[src/rtl/approx_mon_pkg.sv]
// rtl/approx_mon_pkg.sv - shared FSM state type and width helpers for approx_error_monitor
package approx_mon_pkg;

    typedef enum logic [1:0] {
        IDLE  = 2'd0,
        RUN   = 2'd1,
        DRAIN = 2'd2,
        DONE  = 2'd3
    } state_t;

    localparam int DEF_N            = 16;
    localparam int DEF_SAMPLES_LOG2 = 10;

    // Default-configuration widths; parameterised instances use the helpers below.
    localparam int ED_W  = DEF_N + 1;
    localparam int CNT_W = DEF_SAMPLES_LOG2 + 1;
    localparam int SUM_W = ED_W + DEF_SAMPLES_LOG2;

    function automatic int ed_w(input int n);
        return n + 1;
    endfunction

    function automatic int cnt_w(input int samples_log2);
        return samples_log2 + 1;
    endfunction

    function automatic int sum_w(input int n, input int samples_log2);
        return n + 1 + samples_log2;
    endfunction

endpackage

[src/rtl/approx_err_dist.sv]
// rtl/approx_err_dist.sv - combinational exact sum, error distance and signed error (APPROX_MON_BIAS_EN)
module approx_err_dist #(
    parameter int N = 16
) (
    input  logic [N-1:0]        a,
    input  logic [N-1:0]        b,
    input  logic [N-1:0]        s,
    output logic [N:0]          exact,
    output logic [N:0]          ed
`ifdef APPROX_MON_BIAS_EN
    ,
    output logic signed [N+1:0] err
`endif
);

    logic [N:0] s_ext;

    // The approximate adder has no carry-out, so a dropped carry shows up as a large distance.
    always_comb begin
        exact = {1'b0, a} + {1'b0, b};
        s_ext = {1'b0, s};
        ed    = (exact >= s_ext) ? (exact - s_ext) : (s_ext - exact);
    end

`ifdef APPROX_MON_BIAS_EN
    // Signed approx - exact; one extra bit keeps the full +/- range representable.
    always_comb begin
        err = signed'({1'b0, s_ext}) - signed'({1'b0, exact});
    end
`endif

endmodule

[src/rtl/approx_error_monitor.sv]
// rtl/approx_error_monitor.sv - windowed accuracy statistics for an approximate adder (optional APPROX_MON_BIAS_EN)
module approx_error_monitor
    import approx_mon_pkg::*;
#(
    parameter int N            = 16,
    parameter int K            = 8,
    parameter int SAMPLES_LOG2 = 10
) (
    input  logic                         clk,
    input  logic                         rst_n,
    input  logic                         start,
    input  logic                         in_valid,
    output logic                         in_ready,
    input  logic [N-1:0]                 in_a,
    input  logic [N-1:0]                 in_b,
    input  logic [N-1:0]                 in_s,
    output logic                         busy,
    output logic                         done,
    output logic [SAMPLES_LOG2:0]        smp_count,
    output logic [SAMPLES_LOG2:0]        err_count,
    output logic [N+SAMPLES_LOG2:0]      sum_ed,
    output logic [N:0]                   max_ed
`ifdef APPROX_MON_BIAS_EN
    ,
    output logic signed [N+1+SAMPLES_LOG2:0] sum_err
`endif
);

    localparam int EW = ed_w(N);
    localparam int CW = cnt_w(SAMPLES_LOG2);
    localparam int SW = sum_w(N, SAMPLES_LOG2);
    localparam logic [CW-1:0] WINDOW = CW'(1) << SAMPLES_LOG2;

    // K only describes the upstream adder; reject configurations where it cannot fit.
    if (K > N) begin : g_bad_k
        $error("approx_error_monitor: K must not exceed N");
    end

    state_t        state;
    logic          drain_cnt;
    logic          accept;
    logic          clear;
    logic [EW-1:0] exact;
    logic [EW-1:0] ed;
    logic          s1_valid;
    logic [EW-1:0] s1_ed;

    assign in_ready = (state == RUN) && (smp_count < WINDOW);
    assign accept   = in_valid && in_ready;
    assign clear    = start && ((state == IDLE) || (state == DONE));
    assign busy     = (state == RUN) || (state == DRAIN);
    assign done     = (state == DONE);

`ifdef APPROX_MON_BIAS_EN
    logic signed [EW:0] err;
    logic signed [EW:0] s1_err;

    approx_err_dist #(.N(N)) u_err_dist (
        .a     (in_a),
        .b     (in_b),
        .s     (in_s),
        .exact (exact),
        .ed    (ed),
        .err   (err)
    );
`else
    approx_err_dist #(.N(N)) u_err_dist (
        .a     (in_a),
        .b     (in_b),
        .s     (in_s),
        .exact (exact),
        .ed    (ed)
    );
`endif

    // Window control: start clears, accepts count up, two drain cycles flush both stages.
    always_ff @(posedge clk or negedge rst_n) begin
        if (!rst_n) begin
            state     <= IDLE;
            drain_cnt <= 1'b0;
            smp_count <= '0;
        end else begin
            case (state)
                IDLE, DONE: begin
                    if (start) begin
                        state     <= RUN;
                        smp_count <= '0;
                    end
                end
                RUN: begin
                    if (accept) begin
                        smp_count <= smp_count + 1'b1;
                        if (smp_count == WINDOW - 1'b1) begin
                            state     <= DRAIN;
                            drain_cnt <= 1'b0;
                        end
                    end
                end
                DRAIN: begin
                    drain_cnt <= 1'b1;
                    if (drain_cnt) begin
                        state <= DONE;
                    end
                end
                default: state <= IDLE;
            endcase
        end
    end

    // Stage 1: capture the error terms of each accepted sample.
    always_ff @(posedge clk or negedge rst_n) begin
        if (!rst_n) begin
            s1_valid <= 1'b0;
            s1_ed    <= '0;
`ifdef APPROX_MON_BIAS_EN
            s1_err   <= '0;
`endif
        end else if (clear) begin
            s1_valid <= 1'b0;
        end else begin
            s1_valid <= accept;
            if (accept) begin
                s1_ed  <= ed;
`ifdef APPROX_MON_BIAS_EN
                s1_err <= err;
`endif
            end
        end
    end

    // Stage 2: fold stage-1 terms into the window statistics.
    always_ff @(posedge clk or negedge rst_n) begin
        if (!rst_n) begin
            err_count <= '0;
            sum_ed    <= '0;
            max_ed    <= '0;
`ifdef APPROX_MON_BIAS_EN
            sum_err   <= '0;
`endif
        end else if (clear) begin
            err_count <= '0;
            sum_ed    <= '0;
            max_ed    <= '0;
`ifdef APPROX_MON_BIAS_EN
            sum_err   <= '0;
`endif
        end else if (s1_valid) begin
            if (s1_ed != '0) begin
                err_count <= err_count + 1'b1;
            end
            sum_ed <= sum_ed + SW'(s1_ed);
            if (s1_ed > max_ed) begin
                max_ed <= s1_ed;
            end
`ifdef APPROX_MON_BIAS_EN
            sum_err <= sum_err + (SW+1)'(s1_err);
`endif
        end
    end

endmodule

[config.mk]
export PLATFORM = sky130hd
export DESIGN_NAME = approx_error_monitor
export DESIGN_NICKNAME = d
export VERILOG_FILES = /design/src/rtl/approx_mon_pkg.sv /design/src/rtl/approx_err_dist.sv /design/src/rtl/approx_error_monitor.sv
export SDC_FILE = /design/constraint.sdc
export NUM_CORES = 1
export LEC_CHECK = 0
export ABC_AREA = 1
export CAP_MARGIN = 10
export CORE_UTILIZATION = 41
export DETAILED_ROUTE_END_ITERATION = 16
export GPL_TIMING_DRIVEN = 0
export PLACE_DENSITY = 0.73
export REMOVE_ABC_BUFFERS = 1
export SYNTH_ARGS = -nofsm -noshare
export SYNTH_HDL_FRONTEND = slang
export SYNTH_SLANG_ARGS = --single-unit
[constraint.sdc]
create_clock -name clk -period 3.6 [get_ports clk]
set_input_delay 0.36 -clock clk [delete_from_list [all_inputs] [get_ports clk]]
set_output_delay 0.36 -clock clk [all_outputs]
set_load 0.005 [all_outputs]
# Word level (Yosys, flattened, before mapping)
# Cells that the tools add are included.
# classes
muxes	21
magnitude_cmp	3
div	0
n_reduce_logical	19
mul	0
bitwise	1
addsub	6
eq_ne	8
shifts	0
# ops
cell	n
$mux 17	4
$mux 11	5
$mux 27	2
$add 27x17->27	1
$add 11x1->11 const B	2
$pmux 11 s2	1
$add 16x16->17	1
$ge 17x16->1	1
$gt 17x17->1	1
$reduce_bool 17->1	1
$sub 16x17->17	1
$sub 17x16->17	1
$eq 11x10->1 const B	1
$lt 11x11->1 const B	1
$reduce_bool 2->1	5
$mux 2	4
$ne 2x2->1 const B	3
$pmux 2 s3	1
$reduce_and 2->1	3
$reduce_and 3->1	2
$eq 2x2->1 const B	2
$reduce_and 4->1	1
$logic_and 1x1->1	3
$mux 1	3
other kinds (7)	8
# word_totals
ramBits	0
romBits	0
latchBits	0
out_inout_bits	69
inputBits	52
mem_count	0
register_bits	87
word_cells	66

# Longest topological paths before layout
# Gate-level depths: netlist of the first run.
# logic_depth
depth_word	5
mapped_depth	24
mapped_depth_nobuf	24

# By module
# From an unflattened synthesis of the first run, not the netlist that was laid out.
# unflattened
cells_unflattened	1389
area_unflattened_um2	8832.2
# by_module_without_submodules
mod	area_each_um2	seq_area_each_um2	n_inst	cells_each
approx_error_monitor	5680.4	2177.1	1	796
approx_err_dist	3151.8	0.0	1	593

# Least setup slack after synthesis of the first run
# OpenSTA, ideal clock, no wires.
# synth_timing
kind	input to register
from	in in_a[0]
to	reg s1_ed[8]
path_slack_ps	419
setup_time_ps	117
arrival_time_ps	3063
path_buffers	1
path_stages	20
required_time_ps	3483
cell_sequence	ha_1 > fa_1 > nand3_1 > nand3_1 > nand2_1 > nand2_1 > a21oi_1 > o21ai_0 > xor2_1 > ha_1 > nand2_1 > nor3_2 > nand2_1 > nand2_2 > nand2_4 > nand2_4 > buf_6 > nand2_2 > nand3_1 > nand2_1
# synth_between
elab_chain_cells	3
elab_cells_between_ends	5
cone_classes	add/sub (3); order compare (1); mux (1)
# synth_lines
element	line_no	source
start, declared	approx_error_monitor.sv:14	input logic [N-1:0] in_a,
$add 16x16->17 *	approx_err_dist.sv:20	exact = {1'b0, a} + {1'b0, b};
$sub 16x17->17 (tied with other cells)	approx_err_dist.sv:22	ed = (exact >= s_ext) ? (exact - s_ext) : (s_ext - exact);
$mux 17 *	approx_err_dist.sv:22	
end signal, assigned	approx_error_monitor.sv:114	s1_ed <= '0;
end signal, assigned	approx_error_monitor.sv:123	s1_ed <= ed;
end, declared	approx_error_monitor.sv:46	logic [EW-1:0] s1_ed;
# Every way passes the cells marked *; elsewhere a longest branch is shown, timed or not.
# A chain may end at the register's enable or synchronous reset.

# Worst setup path in the final report of the first run
# layout_timing
from	in in_a[0]
to	reg s1_ed[1]
# The elaborated chain is that of the path after synthesis.

==> metrics.sh, run 1 <==
NUMPORTBUFFERS=120
SYNTH-MAIN-FF-CELL='dfrtp_1'
TOTAL_POWER_W=0.00669
CLOCK_TREE.BUFFER_DEPTH=2
CRIT_PATH_END_KIND='flip-flop'
DR_TOTAL_VIAS=8856
SYNTHESIS.YOSYS.WARNINGS=0
GRT_MAX_DEGREE=50
WORST-SETUP-PATH-TYPE='in -> reg'
INITIALDRTVIOLATIONCOUNT=427
POWER.DENSITY_CELL_AREA_nW_PER_UM2=628
SYN_AREA_UM2=8540
POSTSYNTHAREAPERCELL_UM2=6.41
SETUP_TOTAL_NEGATIVE_SLACK_PS=0
ASYNC_FLOP_SHARE_PCT=100
FRACTION_OF_LAYOUT_INSTANCES_USING_A_DRIVE_STRENGTH_ABOVE_1_PCT=6.36
NETS=1601
SYN_INST=1333
CRITICAL_PATH_REQUIRED_PS=3790
INITIAL_CORE_UTIL_PCT=42.1
SYNTH_CELL_TYPE_COUNT=41
CRITICAL_PATH_BUF_INV_COUNT=2
SYNTH_TOP_AREA_SHARE_PCT=25.5
ANTENNA_DIODES=0
GR-USAGE-ALL-LAYERS_PCT=21.9
TIMING.FINAL.CRIT_SHARE_PCT=95.3
WORST_PATH_MAX_DELAY_CELL='clkdlybuf4s50_1'
CTS-BUFFERS-INSERTED=9
TOTAL_LEAKAGE_POWER_nW=5.49
REGISTER_BIT_COUNT_REPORTED_BY_YOSYS=87
GRT.OVERFLOW.TOTAL=0
YOSYS-TOP-CELLS-AREA='dfrtp_1, nand2_1, ha_1'
ROUTE.DETAILED.VIAS_PER_INST=5.11
POST-DP-HPWL_UM=18200
CLOCK_SINK_COUNT=87
SYNTH_SEQ_AREA_SHARE_PCT=25.5
CRITPATHARRIVALTIME_PS=3620
DRV_SLEW=0
TIMING.CRITICAL_PATH.FROM_TYPE='input port'
CLK_PIN_SLEW_WORST_PATHS_PS=70
FINAL_CELL_MIX='nand2_1, inv_1, nand3_1'
CTS_TREE='yes'
TIMING.HOLD.WORST.CLASS='in -> async'
MAX_SLEW_MARGIN_PCT=27.9
FAILING_CHECKS='hold timing'
CRIT_PATH_CELL_TRACE='clkdlybuf4s50_1, ha_2, fa_2, nand3_1, nand3_2, nand2_1, nand2_2, a21oi_2, o21ai_0, xor2_1, buf_4, ha_4, nand2_2, nor2_1, a21oi_2, nand2_2, nand2_8, nand2_8, nand2_1, nand3_1, o21ai_0'
REGISTER_AREA_UM2=2180
DIE_H_UM=146
CLOCK_TREE.ROOT_CELL='clkbuf_16'
WL_PER_CELL_UM=13.5
CORE_REGION_AREA_UM2=20300
RR_STARTPOINT='s1_valid'
CLOCK_INSERTION_DELAY_WORST_SKEW_PS=350
MULTI_INPUT_COMB_AREA_UM2=5650
PEAK_FANOUT_ALONG_THE_CRITICAL_PATH=17
CELL_SEEN_MOST_OFTEN_AMONG_CRITICAL_PATH_STAGES='nand2_2'
WL_UM=23400
H-TREE-DEPTH=3
FIRST_PASS_GRT_WIRE_LENGTH_UM=38500
DETAIL_ROUTE.DRC_VIOLATIONS=0
CRITICAL_PATH.MAX_STAGE_DELAY_PS=410
HOLD_VIOLATIONS=3
AREA_DELTA_SYNTH_FINAL_PCT=24.7
FLOORPLAN.DIE_AREA_UM2=21400
TIMING.FINAL.SETUP_VIOLATIONS=0
FIRST_GLOBAL_VIAS=8310
FINAL.MIN_CLOCK_PERIOD_PS=3430
DIE-WIDTH_UM=146
FIN_WORST_SKEW_PS=7.95
GRT_ANTENNA_BEFORE_REPAIR=0
MAXCAP_VIOL_COUNT=0
SYNTH-EDFF-COUNT=0
PLACEMENT_ROWS=52
FILLCELLCOUNT=2024
SETUP.WORST_PATH.START='in_a[0]'
PIN_COUNT=121
FIRSTDRTPASSITERS=5
ANT_NETS=0
WORST_MARGIN_SLEW_PS=1080
FINALWEIGHTEDCONGESTION=0.956
MAXIMUM_CLOCK_FREQUENCY_MHz=291
RUN_STATUS='complete, but fails checks'
SYNTH.LARGEST_AREA_CELL='dfrtp_1'
TIMING.CRITICAL_PATH.MAX_DELAY_FAMILY='simple AND/OR/NAND/NOR gates'
IR_DROP_mV=0.332
WHS_PS=-3.10
LAYOUT.CELLS.MOST_COMMON='nand2_1'
[kinds of logic after synthesis]
family	share of synthesized area (%)
AO/OA/AOI/OAI	9.94
XOR/XNOR	3.28
adder cells (fa/ha/maj)	13.8
buffers and inverters	10.9
flip-flops	25.5
AND/OR/NAND/NOR	36.6
[cells in the mapped netlist, drive strengths merged (4+ instances only)]
cell type	number
nand2	425
inv	218
nand3	144
ha	88
dfrtp	87
nor2	86
a21oi	83
o21ai	61
nand4	36
xor2	22
nor3	20
buf	15
xnor2	10
clkbuf	7
fa	4
nor4	4
o21bai	4
[power breakdown]
group	leakage, nW	total, W	switching (W)	internal (W)
Combinational	4.17	0.00403	0.00244	0.00159
Clock	0.145	0.000970	0.000410	0.000561
Sequential	1.17	0.00169	0.000415	0.00128
Total	5.49	0.00669	0.00326	0.00343
[worst register-to-register path, delay by kind of cell, from the launching register on]
kind / cells / cell delay (ps)
DFF: 1 / 620
and+or+nand+nor: 3 / 920
buffers and inverters: 1 / 500
AOI/OAI and AO/OA: 1 / 890
[worst paths after layout]
kind | depth (start not counted) | slack [ps] | to
setup / recovery | 21 | 170 | s1_ed[1]
hold / removal | 1 | -3 | sum_ed[25]
setup reg to reg | 5 | 560 | max_ed[9]
hold reg to reg | 2 | 500 | drain_cnt
max in group asynchronous | 2 | 2980 | err_count[10]
min in group clk | 2 | 500 | drain_cnt
[registers in the layout (all words and copies together), names as in the netlist]
name / count
max_ed: 17
drain_cnt: 1
s1_ed: 17
s1_valid: 1
smp_count: 11
state: 2
sum_ed: 27
err_count: 11
[layout make-up]
type | instances | area share, %
multi-input cells | 1006 | 53.1
flip-flops and latches | 87 | 20.4
repair buffers | 135 | 12.8
inverters | 218 | 7.68
well taps | 270 | 3.17
clock buffers | 10 | 2.24
clock inverters | 6 | 0.634
[layer usage]
metal	vias to the layer above	wire length [µm]	global-route usage, %
met5	-	0	0
met4	0	809	10.4
met3	53	811	2.09
met2	226	11500	38.7
met1	4035	10200	26.7
li1	4542	-	-
[timing repair]
item | CTS | global route
cloned | 0 | 0
gates resized for setup | 11 | 35
buffers inserted | 5 | 8
hold buffers | 0 | 0
endpoints found under the setup margin | 16 | 16
pin swaps | 5 | 10
[per-stage QoR]
stage / hold WS, ps / setup WS [ps] / cell area (µm²) / instances / utilization (%)
after global placement: 474 / -1180 / 9970 / 1701 / 49.1
after global routing: 32.6 / -36.9 / 10700 / 1732 / 52.5
after CTS: 12.6 / 16.6 / 10400 / 1724 / 51.3
final: -3.10 / 168 / 10700 / 1732 / 52.5
after detailed placement: 382 / -738 / 10000 / 1703 / 49.3
after floorplan: 64.4 / 301 / 8430 / 1311 / -
No activity file was read; power rests on OpenSTA's default activity.
==> run 2: changes to the inputs <==
- CAP_MARGIN: 10 -> 20
==> metrics.sh, run 2 (synthesis results as in run 1) <==
FIRSTDRTPASSITERS=5
RUN_STATUS='complete, but fails checks'
REG2REG_SETUP_SLACK_PS=560
LAYOUT.CELLS.MOST_COMMON='nand2_1'
POST-DP-HPWL_UM=18200
GRT.OVERFLOW.TOTAL=0
PLACEDINSTANCEAREA_UM2=10000
MAX_SLEW_MARGIN_PCT=27.9
CTS-BUFFERS-INSERTED=9
IR_DROP_mV=0.332
FLOORPLAN.DIE_AREA_UM2=21400
FAILING_CHECKS='hold timing'
REG_TOP3='sum_ed (27), max_ed (17), s1_ed (17)'
CTS_TREE='yes'
GRT_MAX_DEGREE=50
FIRST_GLOBAL_VIAS=8310
INITIAL_CORE_UTIL_PCT=42.1
CTS_HOLD_BUF=0
FINALWEIGHTEDCONGESTION=0.956
ROUTE.DETAILED.VIAS_PER_INST=5.11
ANTENNA_DIODES=0
ANT_NETS=0
WL_PER_CELL_UM=13.5
TOTAL_LEAKAGE_POWER_nW=5.49
CLOCK_SINK_COUNT=87
FINAL_CELL_MIX='nand2_1, inv_1, nand3_1'
DR_TOTAL_VIAS=8856
MAXIMUM_CLOCK_FREQUENCY_MHz=291
FRACTION_OF_LAYOUT_INSTANCES_USING_A_DRIVE_STRENGTH_ABOVE_1_PCT=6.36
WORST-SETUP-PATH-TYPE='in -> reg'
INITIALDRTVIOLATIONCOUNT=427
CRIT_PATH_CELL_TRACE='clkdlybuf4s50_1, ha_2, fa_2, nand3_1, nand3_2, nand2_1, nand2_2, a21oi_2, o21ai_0, xor2_1, buf_4, ha_4, nand2_2, nor2_1, a21oi_2, nand2_2, nand2_8, nand2_8, nand2_1, nand3_1, o21ai_0'
DIE-WIDTH_UM=146
HOLD_VIOLATIONS=3
FINALCOREUTILIZATION_PCT=52.5
WL_UM=23400
CRIT_PATH_END_KIND='flip-flop'
FIN_WORST_SKEW_PS=7.95
TIMING.FINAL.SETUP_VIOLATIONS=0
WORST_MARGIN_SLEW_PS=1080
DRV_SLEW=0
FIRST_PASS_GRT_WIRE_LENGTH_UM=38500
PIN_COUNT=121
DETAIL_ROUTE.DRC_VIOLATIONS=0
GRT_ANTENNA_BEFORE_REPAIR=0
CRITPATHARRIVALTIME_PS=3620
NUMPORTBUFFERS=120
FILLCELLCOUNT=2024
AREA_DELTA_SYNTH_FINAL_PCT=24.7
DIE_H_UM=146
TIMING.CRITICAL_PATH.MAX_DELAY_FAMILY='simple AND/OR/NAND/NOR gates'
CRITICAL_PATH_BUF_INV_COUNT=2
CLK_PIN_SLEW_WORST_PATHS_PS=70
CORE_REGION_AREA_UM2=20300
TIMING.FINAL.CRIT_SHARE_PCT=95.3
CRITICAL_PATH_REQUIRED_PS=3790
REG2REGPATHDEPTH=5
LARGEST_REGISTER_FFS=27
TIMING.HOLD.WORST.CLASS='in -> async'
GR-USAGE-ALL-LAYERS_PCT=21.9
CLOCK_TREE.ROOT_CELL='clkbuf_16'
PEAK_FANOUT_ALONG_THE_CRITICAL_PATH=17
FINAL.MIN_CLOCK_PERIOD_PS=3430
FINALINSTANCEAREA_UM2=10700
CLOCK_INSERTION_DELAY_WORST_SKEW_PS=350
LARGEST_REGISTER='sum_ed'
WORST_PATH_MAX_DELAY_CELL='clkdlybuf4s50_1'
CELL_SEEN_MOST_OFTEN_AMONG_CRITICAL_PATH_STAGES='nand2_2'
WHS_PS=-3.10
RR_STARTPOINT='s1_valid'
MAXCAP_VIOL_COUNT=0
CRITICAL_PATH.MAX_STAGE_DELAY_PS=410
R2R-END='max_ed[9]'
H-TREE-DEPTH=3
CLOCK_TREE.BUFFER_DEPTH=2
PLACEMENT_ROWS=52
NETS=1601
TIMING.CRITICAL_PATH.FROM_TYPE='input port'
POWER.DENSITY_CELL_AREA_nW_PER_UM2=628
run 2: cell counts in the layout (fill, tap and decap cells not counted):
No cell type changed its count.
run 2: routing by layer:
| layer | up-vias | wire, µm | track usage (%) |
|---|---|---|---|
| li1 | 4542 | - | - |
| met1 | 4035 | 10200 | 26.7 |
| met2 | 226 | 11500 | 38.7 |
| met3 | 53 | 811 | 2.09 |
| met4 | 0 | 809 | 10.4 |
| met5 | - | 0 | 0 |
run 2: how the worst max path moves through the flow:
stage	from	to	slack, ps	cells past startpoint
2_1_floorplan	in_a[0]	s1_ed[15]	300	22
3_3_place_gp	rst_n	err_count[10]	-1180	1
3_5_place_dp	in_a[0]	s1_ed[9]	-740	23
4_1_cts	in_a[2]	s1_ed[14]	20	23
5_1_grt	in_a[2]	s1_ed[14]	-40	23
6_report	in_a[0]	s1_ed[1]	170	21
run 2: power breakdown:
part | switching (W) | internal [W]
combinational | 0.00244 | 0.00159
sequential | 0.000415 | 0.00128
clock | 0.000410 | 0.000561
run 2: through the flow:
step,hold slack (ps),power [W],cells,setup TNS [ps],setup slack [ps]
floorplan,64.4,0.00415,1311,0,301
global placement,474,0.00546,1701,-132570,-1180
detailed placement,382,0.00556,1703,-10680,-738
CTS,12.6,0.00660,1724,0,16.6
global route,32.6,0.00730,1732,-39.5,-36.9
finish,-3.10,0.00669,1732,0,168
run 2: timing repair:
item / 4_1_cts / 5_1_grt
buffers inserted: 5 / 8
pin swaps: 5 / 10
resized for setup: 11 / 35
endpoints found under the setup margin: 16 / 16
run 2: worst register-to-register path: stages (launching register included):
cell     delay, ps
dfrtp_1        620
inv_1          500
a41oi_2        890
nand2_1        640
nand3_1        210
nand2_1         70
run 2: final cells by class:
| class | instances | area, µm² | area share (%) |
|---|---|---|---|
| Clock buffer | 10 | 239 | 2.24 |
| Clock inverter | 6 | 67.6 | 0.634 |
| Inverter | 218 | 818 | 7.68 |
| Multi-Input combinational cell | 1006 | 5650 | 53.1 |
| Sequential cell | 87 | 2180 | 20.4 |
| Tap cell | 270 | 338 | 3.17 |
| Timing Repair Buffer | 135 | 1360 | 12.8 |
==> run 3: changes to the inputs <==
- GPL_TIMING_DRIVEN: 0 -> 1
==> metrics.sh, run 3 (synthesis results as in run 1) <==
RUN_STATUS='complete, no violations'
TOTAL_POWER_W=0.00686
CRITICAL_PATH_REQUIRED_PS=3800
GR-USAGE-ALL-LAYERS_PCT=21.9
DR_TOTAL_VIAS=8950
REG2REG_SETUP_SLACK_PS=1040
H-TREE-DEPTH=3
LARGEST_REGISTER_FFS=27
FILLCELLCOUNT=1968
FRACTION_OF_POWER_CONSUMED_BY_COMBINATIONAL_CELLS_PCT=60.5
REG2REGPATHDEPTH=8
REGISTER_AREA_UM2=2180
FLOORPLAN.DIE_AREA_UM2=21400
FINALCOREUTILIZATION_PCT=53.4
CLOCK_POWER_SHARE_PCT=14.7
CLK_PIN_SLEW_WORST_PATHS_PS=70
GRT_MAX_DEGREE=76
PEAK_FANOUT_ALONG_THE_CRITICAL_PATH=7
DP_CELLS=1750
WL_PER_CELL_UM=13.3
LARGEST_REGISTER='sum_ed'
CLOCK_TREE.BUFFER_DEPTH=2
TOTAL_LEAKAGE_POWER_nW=5.68
CTS-BUFFERS-INSERTED=9
ROUTE.DETAILED.VIAS_PER_INST=5.05
AREA_DELTA_SYNTH_FINAL_PCT=26.8
FINAL_CELL_MIX='nand2_1, inv_1, nand3_1'
PIN_COUNT=121
FINALWEIGHTEDCONGESTION=0.933
GRT.OVERFLOW.TOTAL=0
FIRSTDRTPASSITERS=5
PLACEMENT_ROWS=52
INITIALDRTVIOLATIONCOUNT=445
SETUP.WORST_PATH.START='in_a[0]'
TIMING.FINAL.CRIT_SHARE_PCT=93.4
CRIT_PATH_END_KIND='flip-flop'
ANTENNA_DIODES=0
TIMING.CRITICAL_PATH.FROM_TYPE='input port'
WHS_PS=142
IR_DROP_mV=0.297
CORE_REGION_AREA_UM2=20300
FRACTION_OF_LAYOUT_INSTANCES_USING_A_DRIVE_STRENGTH_ABOVE_1_PCT=7.92
FIRST_GLOBAL_VIAS=8308
NUMPORTBUFFERS=120
POST-DP-HPWL_UM=18700
CRIT_END='s1_ed[1]'
SWITCHINGPOWER_W=0.00330
POWER_SWITCHING_SHARE_PCT=48.1
CRITICAL_PATH.MAX_STAGE_DELAY_PS=410
CTS_HOLD_BUF=0
HOLD_VIOLATIONS=0
DIE_H_UM=146
TIMING.FINAL.SETUP_VIOLATIONS=0
CTS_TREE='yes'
DIE-WIDTH_UM=146
MAX_SLEW_MARGIN_PCT=37.2
TIMING.HOLD.WORST.CLASS='in -> async'
WORST_MARGIN_SLEW_PS=942
CRIT_PATH_CELL_TRACE='clkdlybuf4s50_1, ha_2, fa_2, nand3_2, nand3_2, nand2_1, nand2_1, a21oi_2, o21ai_1, xor2_1, ha_2, nand2_2, nor2_4, nand2_1, nor2_1, nor2_1, inv_2, nor2_4, buf_12, buf_12, nand3_1, nand3_1, o21ai_0'
MAXIMUM_CLOCK_FREQUENCY_MHz=297
REG_TOP3='sum_ed (27), max_ed (17), s1_ed (17)'
LAYOUT.CELLS.MOST_COMMON='nand2_1'
WL_UM=23600
DRV_SLEW=0
WORST_PATH_MAX_DELAY_CELL='clkdlybuf4s50_1'
INITIAL_CORE_UTIL_PCT=42.1
MAXCAP_VIOL_COUNT=0
CLOCK_INSERTION_DELAY_WORST_SKEW_PS=350
INTERNAL_PWR_TOTAL_W=0.00356
R2R-END='max_ed[15]'
CLOCK_SINK_COUNT=87
ANT_NETS=0
CRITPATHARRIVALTIME_PS=3560
CELL_SEEN_MOST_OFTEN_AMONG_CRITICAL_PATH_STAGES='nand2_1'
FIN_WORST_SKEW_PS=9.38
NETS=1641
FIN_CELLS=1772
RR_STARTPOINT='s1_ed[12]'
WORST-SETUP-PATH-TYPE='in -> reg'
GRT_ANTENNA_BEFORE_REPAIR=0
POWER.DENSITY_CELL_AREA_nW_PER_UM2=633
DETAIL_ROUTE.DRC_VIOLATIONS=0
FINAL.MIN_CLOCK_PERIOD_PS=3360
MULTI_INPUT_COMB_AREA_UM2=5520
CLOCK_TREE.ROOT_CELL='clkbuf_16'
P_SEQ_SHARE_PCT=24.8
FIRST_PASS_GRT_WIRE_LENGTH_UM=38700
-- run 3: what timing repair did --
action	in CTS	in global routing
setup buffers	0	3
hold endpoints to repair	0	0
resized for setup	0	23
setup endpoints to repair	0	16
-- run 3: worst min-delay path by stage --
stage	end	cells past startpoint
3_5_place_dp	drain_cnt	2
2_1_floorplan	drain_cnt	0
5_1_grt	sum_ed[25]	1
6_report	sum_ed[26]	1
3_3_place_gp	drain_cnt	2
4_1_cts	sum_ed[18]	1
-- run 3: metrics by stage --
| step | cell area (µm²) | setup TNS, ps | worst slack (ps) |
|---|---|---|---|
| 2_1_floorplan | 8430 | 0 | 301 |
| 3_3_place_gp | 10400 | -1790 | -151 |
| 3_5_place_dp | 10400 | -3050 | -239 |
| 4_1_cts | 10700 | 0 | 119 |
| 5_1_grt | 10800 | -23.6 | -9.62 |
| 6_report | 10800 | 0 | 237 |
-- run 3: worst max-delay path: cells and delay by family --
kind	cells	cell delay [ps]
AND/OR/NAND/NOR	12	1000
adder cells (fa/ha/maj)	3	910
AO/OA/AOI/OAI	3	350
buffers and inverters	4	730
XOR/XNOR	1	230
-- run 3: power by group through the flow --
stage	combinational [W]	sequential (W)	clock, W
floorplan	0.00258	0.00157	0
global placement	0.00399	0.00170	0
detailed placement	0.00405	0.00170	0
CTS	0.00408	0.00169	0.00102
global route	0.00465	0.00174	0.00107
finish	0.00415	0.00170	0.00101
-- run 3: final cells by class --
cell class                 instances  share of cell area, %
clock buffer                       9                   2.08
sequential                        87                   20.1
timing repair buffer             173                   15.2
tap                              270                   3.12
multi-input combinational       1008                   51.0
inverter                         218                   7.56
clock inverter                     7                  0.890
-- run 3: per-layer routing --
metal | routed length, µm | track usage, %
met1 | 10500 | 27.0
met2 | 11600 | 39.0
met3 | 728 | 2.47
met4 | 758 | 8.54
met5 | 0 | 0
